--- src/rtl/bloom_pkg.sv ---
// rtl/bloom_pkg.sv - shared types and hash helpers for the Bloom hash generator
package bloom_pkg;

    localparam int DEF_STR_LEN    = 8;
    localparam int DEF_HASH_CNT   = 10;
    localparam int DEF_HASH_WIDTH = 12;
    localparam int DEF_POS_WIDTH  = 32;

    typedef logic [7:0] byte_t;
    typedef logic [DEF_HASH_CNT-1:0][DEF_HASH_WIDTH-1:0] hash_vec_t;

    // Per-hash byte key: 0x1F * (k+1), truncated to a byte.
    function automatic byte_t hash_key(input int unsigned k);
        int unsigned prod;
        prod = 32'h1F * (k + 32'd1);
        return byte_t'(prod);
    endfunction

    // Rotate the low w bits of v left by amt; bits at and above w are zero.
    function automatic logic [31:0] rotl(input logic [31:0] v, input int unsigned amt,
                                         input int unsigned w);
        logic [31:0] r;
        logic [4:0]  src;
        r = '0;
        for (int unsigned i = 0; i < 32; i++) begin
            if (i < w) begin
                src  = 5'((i + w - (amt % w)) % w);
                r[i] = v[src];
            end
        end
        return r;
    endfunction

endpackage

--- src/rtl/bloom_hash_core.sv ---
// rtl/bloom_hash_core.sv - combinational hash of one window for a single hash index
module bloom_hash_core
    import bloom_pkg::*;
#(
    parameter int STR_LEN    = DEF_STR_LEN,
    parameter int HASH_WIDTH = DEF_HASH_WIDTH,
    parameter int K_IDX      = 0
) (
    input  logic [STR_LEN-1:0][7:0]  window,
    output logic [HASH_WIDTH-1:0]    hash
);

    localparam byte_t KEY = hash_key(K_IDX);

    logic [HASH_WIDTH-1:0] term;

    // Byte j (0 = newest) is keyed, then rotated by 3*j + k so equal bytes
    // at different window positions do not cancel each other out.
    always_comb begin
        hash = '0;
        term = '0;
        for (int j = 0; j < STR_LEN; j++) begin
            term = HASH_WIDTH'(rotl(32'(window[j] ^ KEY), (3 * j + K_IDX) % HASH_WIDTH,
                                    HASH_WIDTH));
            hash = hash ^ term;
        end
    end

endmodule

--- src/rtl/bloom_hash_gen.sv ---
// rtl/bloom_hash_gen.sv - sliding-window multi-hash generator; BLOOM_HASH_STATS_EN adds stat counters
module bloom_hash_gen
    import bloom_pkg::*;
#(
    parameter int STR_LEN    = DEF_STR_LEN,
    parameter int HASH_CNT   = DEF_HASH_CNT,
    parameter int HASH_WIDTH = DEF_HASH_WIDTH,
    parameter int POS_WIDTH  = DEF_POS_WIDTH
) (
    input  logic                               clk_i,
    input  logic                               rst_i,
    input  logic [7:0]                         data_i,
    input  logic                               data_val_i,
    input  logic                               sof_i,
    output logic                               data_rdy_o,
    input  logic                               long_clr_i,
    input  logic                               wr_pend_i,
    output logic [HASH_CNT-1:0][HASH_WIDTH-1:0] hash_o,
    output logic                               hash_val_o,
    output logic [POS_WIDTH-1:0]               pos_o
`ifdef BLOOM_HASH_STATS_EN
    ,
    output logic [31:0]                        stat_hash_cnt_o,
    output logic [31:0]                        stat_stall_cnt_o
`endif
);

    localparam int FW = $clog2(STR_LEN + 1);

    logic                               accept;
    logic                               gap_done;
    logic                               gap_set;
    logic [STR_LEN-1:0][7:0]            win_q;
    logic [STR_LEN-1:0][7:0]            win_next;
    logic [FW-1:0]                      fill_cnt;
    logic [FW-1:0]                      fill_next;
    logic [POS_WIDTH-1:0]               pos_cnt;
    logic [POS_WIDTH-1:0]               pos_next;
    logic                               win_new;
    logic [STR_LEN-1:0][7:0]            s1_win;
    logic                               s1_val;
    logic [POS_WIDTH-1:0]               s1_pos;
    logic [HASH_CNT-1:0][HASH_WIDTH-1:0] hash_c;

    assign accept  = data_val_i && data_rdy_o;
    // A cycle already spent with ready low counts as the gap for this write.
    assign gap_set = gap_done || !data_rdy_o;

    always_comb begin
        win_next  = {win_q[STR_LEN-2:0], data_i};
        fill_next = (fill_cnt == FW'(STR_LEN)) ? fill_cnt : fill_cnt + 1'b1;
        pos_next  = pos_cnt + 1'b1;
        if (sof_i) begin
            win_next    = '0;
            win_next[0] = data_i;
            fill_next   = FW'(1);
            pos_next    = '0;
        end
    end

    always_ff @(posedge clk_i or posedge rst_i) begin
        if (rst_i) begin
            data_rdy_o <= 1'b0;
            gap_done   <= 1'b0;
            win_q      <= '0;
            fill_cnt   <= '0;
            pos_cnt    <= '0;
            win_new    <= 1'b0;
            s1_win     <= '0;
            s1_val     <= 1'b0;
            s1_pos     <= '0;
            hash_o     <= '0;
            hash_val_o <= 1'b0;
            pos_o      <= '0;
        end else begin
            data_rdy_o <= !long_clr_i && !(wr_pend_i && !gap_set);
            gap_done   <= wr_pend_i && gap_set;
            if (accept) begin
                win_q    <= win_next;
                fill_cnt <= fill_next;
                pos_cnt  <= pos_next;
            end
            win_new    <= accept && (fill_next == FW'(STR_LEN));
            s1_win     <= win_q;
            s1_val     <= win_new;
            s1_pos     <= pos_cnt;
            hash_o     <= hash_c;
            hash_val_o <= s1_val;
            pos_o      <= s1_pos;
        end
    end

    for (genvar k = 0; k < HASH_CNT; k++) begin : g_core
        bloom_hash_core #(
            .STR_LEN    (STR_LEN),
            .HASH_WIDTH (HASH_WIDTH),
            .K_IDX      (k)
        ) u_core (
            .window (s1_win),
            .hash   (hash_c[k])
        );
    end

`ifdef BLOOM_HASH_STATS_EN
    always_ff @(posedge clk_i or posedge rst_i) begin
        if (rst_i) begin
            stat_hash_cnt_o  <= '0;
            stat_stall_cnt_o <= '0;
        end else if (accept && sof_i) begin
            stat_hash_cnt_o  <= '0;
            stat_stall_cnt_o <= '0;
        end else begin
            if (hash_val_o && stat_hash_cnt_o != 32'hFFFF_FFFF)
                stat_hash_cnt_o <= stat_hash_cnt_o + 32'd1;
            if (data_val_i && !data_rdy_o && stat_stall_cnt_o != 32'hFFFF_FFFF)
                stat_stall_cnt_o <= stat_stall_cnt_o + 32'd1;
        end
    end
`endif

endmodule

--- config.mk ---
export PLATFORM = sky130hd
export DESIGN_NAME = bloom_hash_gen
export DESIGN_NICKNAME = d
export VERILOG_FILES = /design/src/rtl/bloom_pkg.sv /design/src/rtl/bloom_hash_core.sv /design/src/rtl/bloom_hash_gen.sv
export SDC_FILE = /design/constraint.sdc
export NUM_CORES = 1
export LEC_CHECK = 0
export ABC_CLOCK_PERIOD_IN_PS = 9200
export BUFFER_PORTS_ARGS = -buffer_cell sky130_fd_sc_hd__buf_2
export CAP_MARGIN = 20
export CORE_MARGIN = 3
export CORE_UTILIZATION = 51
export CTS_BUF_LIST = sky130_fd_sc_hd__clkbuf_8 sky130_fd_sc_hd__clkbuf_16
export CTS_CLUSTER_SIZE = 10
export DETAILED_ROUTE_END_ITERATION = 7
export GPL_TIMING_DRIVEN = 0
export PLACE_DENSITY = 0.79
export SYNTH_ARGS = -nofsm -noshare
export SYNTH_HDL_FRONTEND = slang
export SYNTH_SLANG_ARGS = --single-unit
--- constraint.sdc ---
create_clock -name clk_i -period 9.2 [get_ports clk_i]
set_clock_uncertainty 0.1 [all_clocks]
set_input_delay 1.38 -clock clk_i [delete_from_list [all_inputs] [get_ports clk_i]]
set_output_delay 1.38 -clock clk_i [all_outputs]
set_load 0.02 [all_outputs]
==> results of run 1 <==
## sequential cells by signal (all words and copies together), names as in the netlist
signal	flops
gap_done	1
pos_cnt	32
pos_o	32
data_rdy_o	1
win_new	1
hash_val_o	1
s1_win	64
win_q	64
hash_o	56
s1_pos	32
fill_cnt	4
s1_val	1
## cell families (layout without fill, tap and decap cells)
family | after synthesis | in the layout | synth area share, %
AO/OA/AOI/OAI | 94 | 94 | 4.91
adder cells (fa/ha/maj) | 3 | 3 | 0.348
XOR/XNOR | 106 | 106 | 8.62
buffers and inverters | 101 | 313 | 5.92
flip-flops | 289 | 289 | 67.1
AND/OR/NAND/NOR | 229 | 229 | 11.4
multiplexers | 17 | 17 | 1.67
## layer usage
| metal | up-vias | track usage [%] | wire length, um |
|---|---|---|---|
| met5 | - | 0 | 0 |
| met2 | 186 | 30.3 | 10100 |
| met4 | 0 | 5.12 | 340 |
| met3 | 34 | 4.16 | 1220 |
| li1 | 3100 | - | - |
| met1 | 3282 | 23.4 | 8430 |
## layout make-up
type	count	area, sq um
buffer	94	612
clock buffer	35	876
clock inverter	3	36.3
fill	1473	7490
inverter	7	30.0
multi-input combinational	449	2900
sequential	289	7230
tap	270	338
timing repair buffer	174	976
## per-stage QoR
| stage | total power [mW] | utilization [%] | worst slack (ps) |
|---|---|---|---|
| after floorplan | 2.15 | - | 3890 |
| after global placement | 2.40 | 58.3 | 2510 |
| after detailed placement | 2.43 | 59.0 | 6020 |
| after CTS | 3.57 | 63.4 | 6520 |
| after global routing | 3.70 | 63.4 | 6450 |
| final | 3.53 | 63.4 | 6550 |
## worst max path at each step
stage                      startpoint         end  slack (ps)
after floorplan                 rst_i  data_rdy_o        3890
after global placement          rst_i   pos_o[23]        2510
after detailed placement   data_val_i     win_new        6020
after CTS                 hash_o[109]  hash_o[17]        6520
after global routing       data_val_i     win_new        6450
final                     hash_o[112]  hash_o[20]        6550
## Yosys cell counts, types with 5 or more instances
master,n
inv_1,7
dfrtp_1,289
a21oi_1,7
nor3_1,5
nor2_1,19
mux2i_1,9
nor4_1,5
clkbuf_1,21
o21ai_0,66
nand4_1,8
nand3_1,10
xnor2_1,89
mux2_2,8
and4_1,7
nand2_1,86
buf_4,66
and2_1,5
a31oi_1,5
o31ai_1,6
nand2b_1,66
xor2_1,17
## power groups by stage
| stage | Sequential, mW | Clock, mW | Combinational [mW] |
|---|---|---|---|
| after floorplan | 1.65 | 0 | 0.501 |
| after global placement | 1.54 | 0 | 0.861 |
| after detailed placement | 1.54 | 0 | 0.886 |
| after CTS | 1.52 | 1.16 | 0.890 |
| after global routing | 1.54 | 1.21 | 0.951 |
| final | 1.52 | 1.13 | 0.877 |
## cell usage in the layout, fill, tap and decap left out, types with 3 or more instances in the layout
master / n
a21oi_1: 7
a31oi_1: 5
a41o_1: 3
and2_1: 5
and3_1: 3
and4_1: 7
buf_1: 3
buf_12: 7
buf_2: 170
buf_4: 66
clkbuf_1: 21
clkbuf_16: 35
dfrtp_1: 289
ha_1: 3
inv_1: 7
mux2_2: 8
mux2i_1: 9
nand2_1: 86
nand2b_1: 66
nand3_1: 10
nand4_1: 8
nor2_1: 19
nor3_1: 5
nor4_1: 5
o21ai_0: 66
o31ai_1: 6
or4_1: 3
xnor2_1: 89
xor2_1: 17
==> impl_metrics.toml, run 1 <==
[status]
status = "finished, final reports clean"

[hold_path]
min_path_cells = 0
min_from = "s1_pos[2]"
whs_endpoint = "pos_o[2]"
worst_hold_path_type = "reg -> reg"

[critical_path]
critPathTopFamily = "flip-flops"
r2r_start = "pos_cnt[0]"
worstSetupPathType = "reg -> out"
rr_endpoint = "pos_cnt[18]"
crit_fanout = 4
slowest_delay_ps = 400
startpoint_type = "flop"
cp_num_buf_inv = 2
rr_worst_depth = 5
worstPathArrival_ps = 1170
critical_path.cell_chain = "buf_4 > buf_2"
cp_num_cells = 2
r2r_slack_ps = 7010
crit_required_ps = 7720
critPathSlowestCell = "dfrtp_1"
worstSetupEndpointType = "primary output"

[sta]
rsz0062_at_grt = "no"
fin_crit_ps = 2650
setup_tns_ps = 0
period_share_pct = 28.9
worst_slew_pin_slew_ps = 869
setup_viol_count_final = 0
max_slew_margin_pct = 41.6
hold_violations = 0
hold_ws_ps = 242
max_freq_ghz = 0.377
slew_violations = 0

[cts]
path_clk_slew_ps = 50
cts_root_buf = "clkbuf_16"
ctsHoldBuffers = 0
clock-sinks = 289
cts_buffer_depth = 3
clk_latency_ps = 500
cts-htree-levels = 2
numCtsBuffers = 34
cts_resized = 0
cts_tree = "done"
post_cts_buffers = 0

[pwr]
leakagePower_nw = 6.38
power.density_nw_per_um2 = 271
power.switching_mw = 1.06
internal_power_mw = 2.47
p_sw_share_pct = 29.9
seqPwrFrac_pct = 43.1
ir_drop_uv = 131
pwr-share-comb_pct = 24.9
clockPowerShare_pct = 32.0

[yosys]
syn_area_per_cell_sq_um = 12.8
netlist_instances = 839
ys_seq_area_share_pct = 67.1
yosysWarnings = 0
synth-seq-cells = 289
synth.distinct_cells = 42
yosys-top-cells-area = "dfrtp_1 67%, xnor2_1 7.2%, buf_4 4.6%, nand2b_1 3.8%, o21ai_0 3.1%"
ys.flop_type = "dfrtp_1"
async_flop_share_pct = 100
netlist_area_sq_um = 10800
synth.top_cell.area_share_pct = 67.1
yosysTopAreaCell = "dfrtp_1"
synth_edf_count = 0
syn-num-nets = 856

[route]
drc = 0
first_iter_violations = 270
drtPass1Iterations = 5
routed_via_density = 5.00
drt_wl_total_um = 20100
wl_per_cell_um = 15.2
ant_nets = 0
vias = 6602

[grt]
grt_first_pass_wirelength_um = 32500
overflow = 0
grt_util_all_layers_pct = 18.0
grt_pass1_vias = 6485
grt_max_degree = 43
antenna_found_initial = 0

[place]
place_area_sq_um = 12100
place_congestion = 0.825
io_buffers = 167
dp_cells = 1283
dpl.hpwl_um = 13800

[final_layout]
drive_above_1_share_pct = 28.5
instances_no_fill = 1321
fin_nets = 1066
synthToLayoutAreaGrowth_pct = 20.7
design_area_sq_um = 13000
antennaDiodeCount = 0

[floorplanning]
start_util_pct = 52.6
dieWidth_um = 151
die_h_um = 151
io_pins = 168
rows = 52
core_area_sq_um = 20500
fp.dieArea_sq_um = 22900

[run]
drv_cap = 0
No activity file was read; power rests on OpenSTA's default activity.
==> inputs of run 2 (changes only) <==
--- a/config.mk
+++ b/config.mk
@@ -5,7 +5,7 @@
 export SDC_FILE = /design/constraint.sdc
 export NUM_CORES = 1
 export LEC_CHECK = 0
-export ABC_CLOCK_PERIOD_IN_PS = 9200
+export ABC_CLOCK_PERIOD_IN_PS = 2440
 export BUFFER_PORTS_ARGS = -buffer_cell sky130_fd_sc_hd__buf_2
 export CAP_MARGIN = 20
 export CORE_MARGIN = 3
==> constraint.sdc (replaced) <==
create_clock -name clk_i -period 2.44 [get_ports clk_i]
set_clock_uncertainty 0.1 [all_clocks]
set_input_delay 0.366 -clock clk_i [delete_from_list [all_inputs] [get_ports clk_i]]
set_output_delay 0.366 -clock clk_i [all_outputs]
set_load 0.02 [all_outputs]
==> impl_metrics.toml, run 2 (synthesis gave the netlist of run 1 again) <==
[final_layout]
fill_cells = 1468
drive_above_1_share_pct = 28.3
final_cell_mix = "289 x dfrtp_1, 170 x buf_2, 89 x xnor2_1"
mostFrequentLayoutCell = "dfrtp_1"
synthToLayoutAreaGrowth_pct = 21.4
top_regs = "s1_win (64), win_q (64), hash_o (56)"
antennaDiodeCount = 0
fin_nets = 1074
multi_input_area_sq_um = 2900
seq_area_sq_um = 7230

[pwr]
pwr-share-comb_pct = 24.9
ir_drop_uv = 494
total_power_mw = 13.3
clockPowerShare_pct = 32.0
p_sw_share_pct = 30.0
leakagePower_nw = 6.41
power.switching_mw = 3.99
seqPwrFrac_pct = 43.1
internal_power_mw = 9.32
power.density_nw_per_um2 = 1020

[cts]
path_clk_slew_ps = 50
cts_resized = 0
numCtsBuffers = 34
cts_buffer_depth = 3
clock-sinks = 289
ctsHoldBuffers = 8
cts_tree = "done"
cts-htree-levels = 2
clk_latency_ps = 500
post_cts_buffers = 0
cts_root_buf = "clkbuf_16"

[sta]
worst_slew_pin_slew_ps = 870
slew_violations = 0
rsz0062_at_grt = "no"
setup_viol_count_final = 0
hold_violations = 0
fin_crit_ps = 2190
max_freq_ghz = 0.457
period_share_pct = 89.7
max_slew_margin_pct = 41.6
setup_tns_ps = 0

[route]
wl_per_cell_um = 15.2
drt_wl_total_um = 20100
drc = 0
vias = 6620
ant_nets = 0
drtPass1Iterations = 5
routed_via_density = 4.98
first_iter_violations = 289

[critical_path]
worstSetupPathType = "reg -> reg"
crit_required_ps = 2720
worstPathArrival_ps = 2470
worstSetupEndpointType = "flop"
crit_fanout = 7
startpoint_type = "flop"

[place]
dpl.hpwl_um = 13800
io_buffers = 167
place_congestion = 0.825

[grt]
antenna_found_initial = 0
grt_util_all_layers_pct = 18.0
grt_first_pass_wirelength_um = 32600
overflow = 0
grt_max_degree = 43
grt_pass1_vias = 6505

[floorplanning]
start_util_pct = 52.6
rows = 52
dieWidth_um = 151
io_pins = 168
core_area_sq_um = 20500
die_h_um = 151
fp.dieArea_sq_um = 22900

[hold_path]
worst_hold_path_type = "in -> reg"

[run]
drv_cap = 0

[status]
status = "finished, final reports clean"
[run 2: changes by cell type in the layout (fill, tap and decap cells not counted)]
cell and change:
dlygate4sd3_1 +8
[run 2: worst paths after layout]
kind / startpoint / endpoint / slack, ps / cells after the start
worst min register to register: s1_pos[2] / pos_o[2] / 240 / 0
max in group asynchronous: rst_i / pos_o[26] / 460 / 7
worst max-delay path: pos_cnt[0] / pos_cnt[18] / 250 / 5
min in group asynchronous: rst_i / s1_win[37] / 400 / 3
worst min-delay path: data_i[0] / win_q[0] / 20 / 2
worst max register to register: pos_cnt[0] / pos_cnt[18] / 250 / 5
[run 2: cell type report]
| type | instances | share of cell area, % |
|---|---|---|
| Sequential cell | 289 | 55.3 |
| Multi-Input combinational cell | 449 | 22.2 |
| Timing Repair Buffer | 182 | 8.07 |
| Clock buffer | 35 | 6.69 |
| Buffer | 94 | 4.68 |
| Tap cell | 270 | 2.58 |
| Clock inverter | 3 | 0.277 |
| Inverter | 7 | 0.230 |
[run 2: power by group through the flow]
stage	clock network, mW	logic (mW)	registers, mW
final	4.26	3.32	5.74
after global routing	4.57	3.60	5.80
after CTS	4.36	3.37	5.74
after detailed placement	0	3.34	5.82
after global placement	0	3.25	5.79
after floorplan	0	1.89	6.22
[run 2: per-layer routing]
| layer | track usage, % | routed length, um | up-vias |
|---|---|---|---|
| met1 | 23.4 | 8480 | 3291 |
| met5 | 0 | 0 | - |
| li1 | - | - | 3114 |
| met3 | 4.10 | 1210 | 30 |
| met2 | 30.5 | 10100 | 185 |
| met4 | 5.12 | 320 | 0 |
[run 2: critical path, stage by stage (launching register included)]
cell	delay (ps)
dfrtp_1	500
ha_1	270
nand4_1	140
nor4_1	720
a31o_2	270
a21oi_1	60
[run 2: through the flow]
| stage | hold slack, ps | cells | utilization, % | setup slack (ps) | instance area, sq um |
|---|---|---|---|---|---|
| after CTS | 3.23 | 1329 | 63.8 | 294 | 13100 |
| after global routing | 3.39 | 1329 | 63.8 | 149 | 13100 |
| final | 21.1 | 1329 | 63.8 | 252 | 13100 |
| after global placement | 235 | 1276 | 58.3 | -3240 | 12000 |
| after floorplan | 231 | 839 | - | -1860 | 10800 |
| after detailed placement | 235 | 1283 | 59.0 | 278 | 12100 |
==> inputs of run 3 (changes only) <==
--- a/config.mk
+++ b/config.mk
@@ -8,6 +8,7 @@
 export ABC_CLOCK_PERIOD_IN_PS = 2440
 export BUFFER_PORTS_ARGS = -buffer_cell sky130_fd_sc_hd__buf_2
 export CAP_MARGIN = 20
+export CORE_ASPECT_RATIO = 1.2
 export CORE_MARGIN = 3
 export CORE_UTILIZATION = 51
 export CTS_BUF_LIST = sky130_fd_sc_hd__clkbuf_8 sky130_fd_sc_hd__clkbuf_16
==> impl_metrics.toml, run 3 (synthesis gave the netlist of run 1 again) <==
[grt]
grt_util_all_layers_pct = 17.6
grt_max_degree = 50
antenna_found_initial = 0
grt_pass1_vias = 6555
overflow = 0
grt_first_pass_wirelength_um = 32800

[cts]
path_clk_slew_ps = 50
ctsHoldBuffers = 7
cts_buffer_depth = 3
clk_latency_ps = 500
cts_resized = 0
clock-sinks = 289
numCtsBuffers = 34
cts_tree = "done"
cts_root_buf = "clkbuf_16"
post_cts_buffers = 0
cts-htree-levels = 2

[sta]
max_freq_ghz = 0.458
setup_tns_ps = 0
worst_slew_pin_slew_ps = 858
hold_violations = 0
hold_ws_ps = 15.9
setup_viol_count_final = 0
max_slew_margin_pct = 42.4
period_share_pct = 89.4
slew_violations = 0
rsz0062_at_grt = "no"
fin_crit_ps = 2180

[status]
status = "finished, final reports clean"

[floorplanning]
fp.dieArea_sq_um = 22900
start_util_pct = 52.6
dieWidth_um = 139
die_h_um = 165
core_area_sq_um = 20500
io_pins = 168
rows = 57

[final_layout]
fill_cells = 1538
drive_above_1_share_pct = 28.4
finish.utilization_pct = 63.7
mostFrequentLayoutCell = "dfrtp_1"
design_area_sq_um = 13000
final_cell_mix = "289 x dfrtp_1, 170 x buf_2, 89 x xnor2_1"
top_regs = "s1_win (64), win_q (64), hash_o (56)"
antennaDiodeCount = 0
fin_nets = 1073
synthToLayoutAreaGrowth_pct = 21.1

[critical_path]
worstSetupPathType = "reg -> reg"
worstPathArrival_ps = 2480
crit_required_ps = 2730
startpoint_type = "flop"
r2r_slack_ps = 260
worstSetupEndpointType = "flop"
crit_fanout = 10

[route]
vias = 6520
drt_wl_total_um = 19700
ant_nets = 0
first_iter_violations = 258
routed_via_density = 4.93
drtPass1Iterations = 4
wl_per_cell_um = 14.9
drc = 0

[run]
drv_cap = 0

[hold_path]
worst_hold_path_type = "in -> reg"

[place]
dpl.hpwl_um = 13500
place_area_sq_um = 12100
place_congestion = 0.788
io_buffers = 167

[pwr]
ir_drop_uv = 758
leakagePower_nw = 6.40
power.density_nw_per_um2 = 1010
-- run 3: power breakdown --
part	leakage (nW)	internal (mW)	switching [mW]
Sequential	3.85	5.38	0.336
Combinational	2.10	1.41	1.89
Clock	0.440	2.47	1.72
Total	6.40	9.26	3.95
-- run 3: critical path, cell delays in order (launching register included) --
cell and delay, ps:
dfrtp_1 370, buf_4 170, nand2_1 220, clkbuf_1 360
clkbuf_1 530, o21ai_0 210, o31ai_1 110
-- run 3: final cells by class --
cell class | instances | area (sq um) | share of cell area, %
timing repair buffer | 181 | 1050 | 8.02
buffer | 94 | 612 | 4.69
clock inverter | 4 | 37.5 | 0.288
tap | 265 | 332 | 2.54
multi-input combinational | 449 | 2900 | 22.3
inverter | 7 | 30.0 | 0.230
clock buffer | 34 | 851 | 6.52
sequential | 289 | 7230 | 55.4
-- run 3: final timing paths --
check	from	end	cells after the start
max in group asynchronous	rst_i	hash_o[104]	6
worst min-delay path	data_i[7]	win_q[7]	2
worst max register to register	data_rdy_o	fill_cnt[2]	6
min in group asynchronous	rst_i	s1_pos[9]	4
worst min register to register	s1_pos[26]	pos_o[26]	0
worst max-delay path	data_rdy_o	fill_cnt[2]	6
-- run 3: metrics by stage --
stage	total power, mW	setup slack [ps]	cells
floorplan	8.11	-1860	839
global placement	9.02	-3230	1271
detailed placement	9.13	325	1278
CTS	13.4	272	1323
global route	13.8	145	1323
finish	13.2	258	1323
-- run 3: routing by layer --
layer / up-vias / wire, um / track usage [%]
li1: 3110 / - / -
met1: 3182 / 7650 / 20.6
met2: 183 / 10400 / 32.3
met3: 45 / 1220 / 4.46
met4: 0 / 451 / 5.56
met5: - / 0 / 0
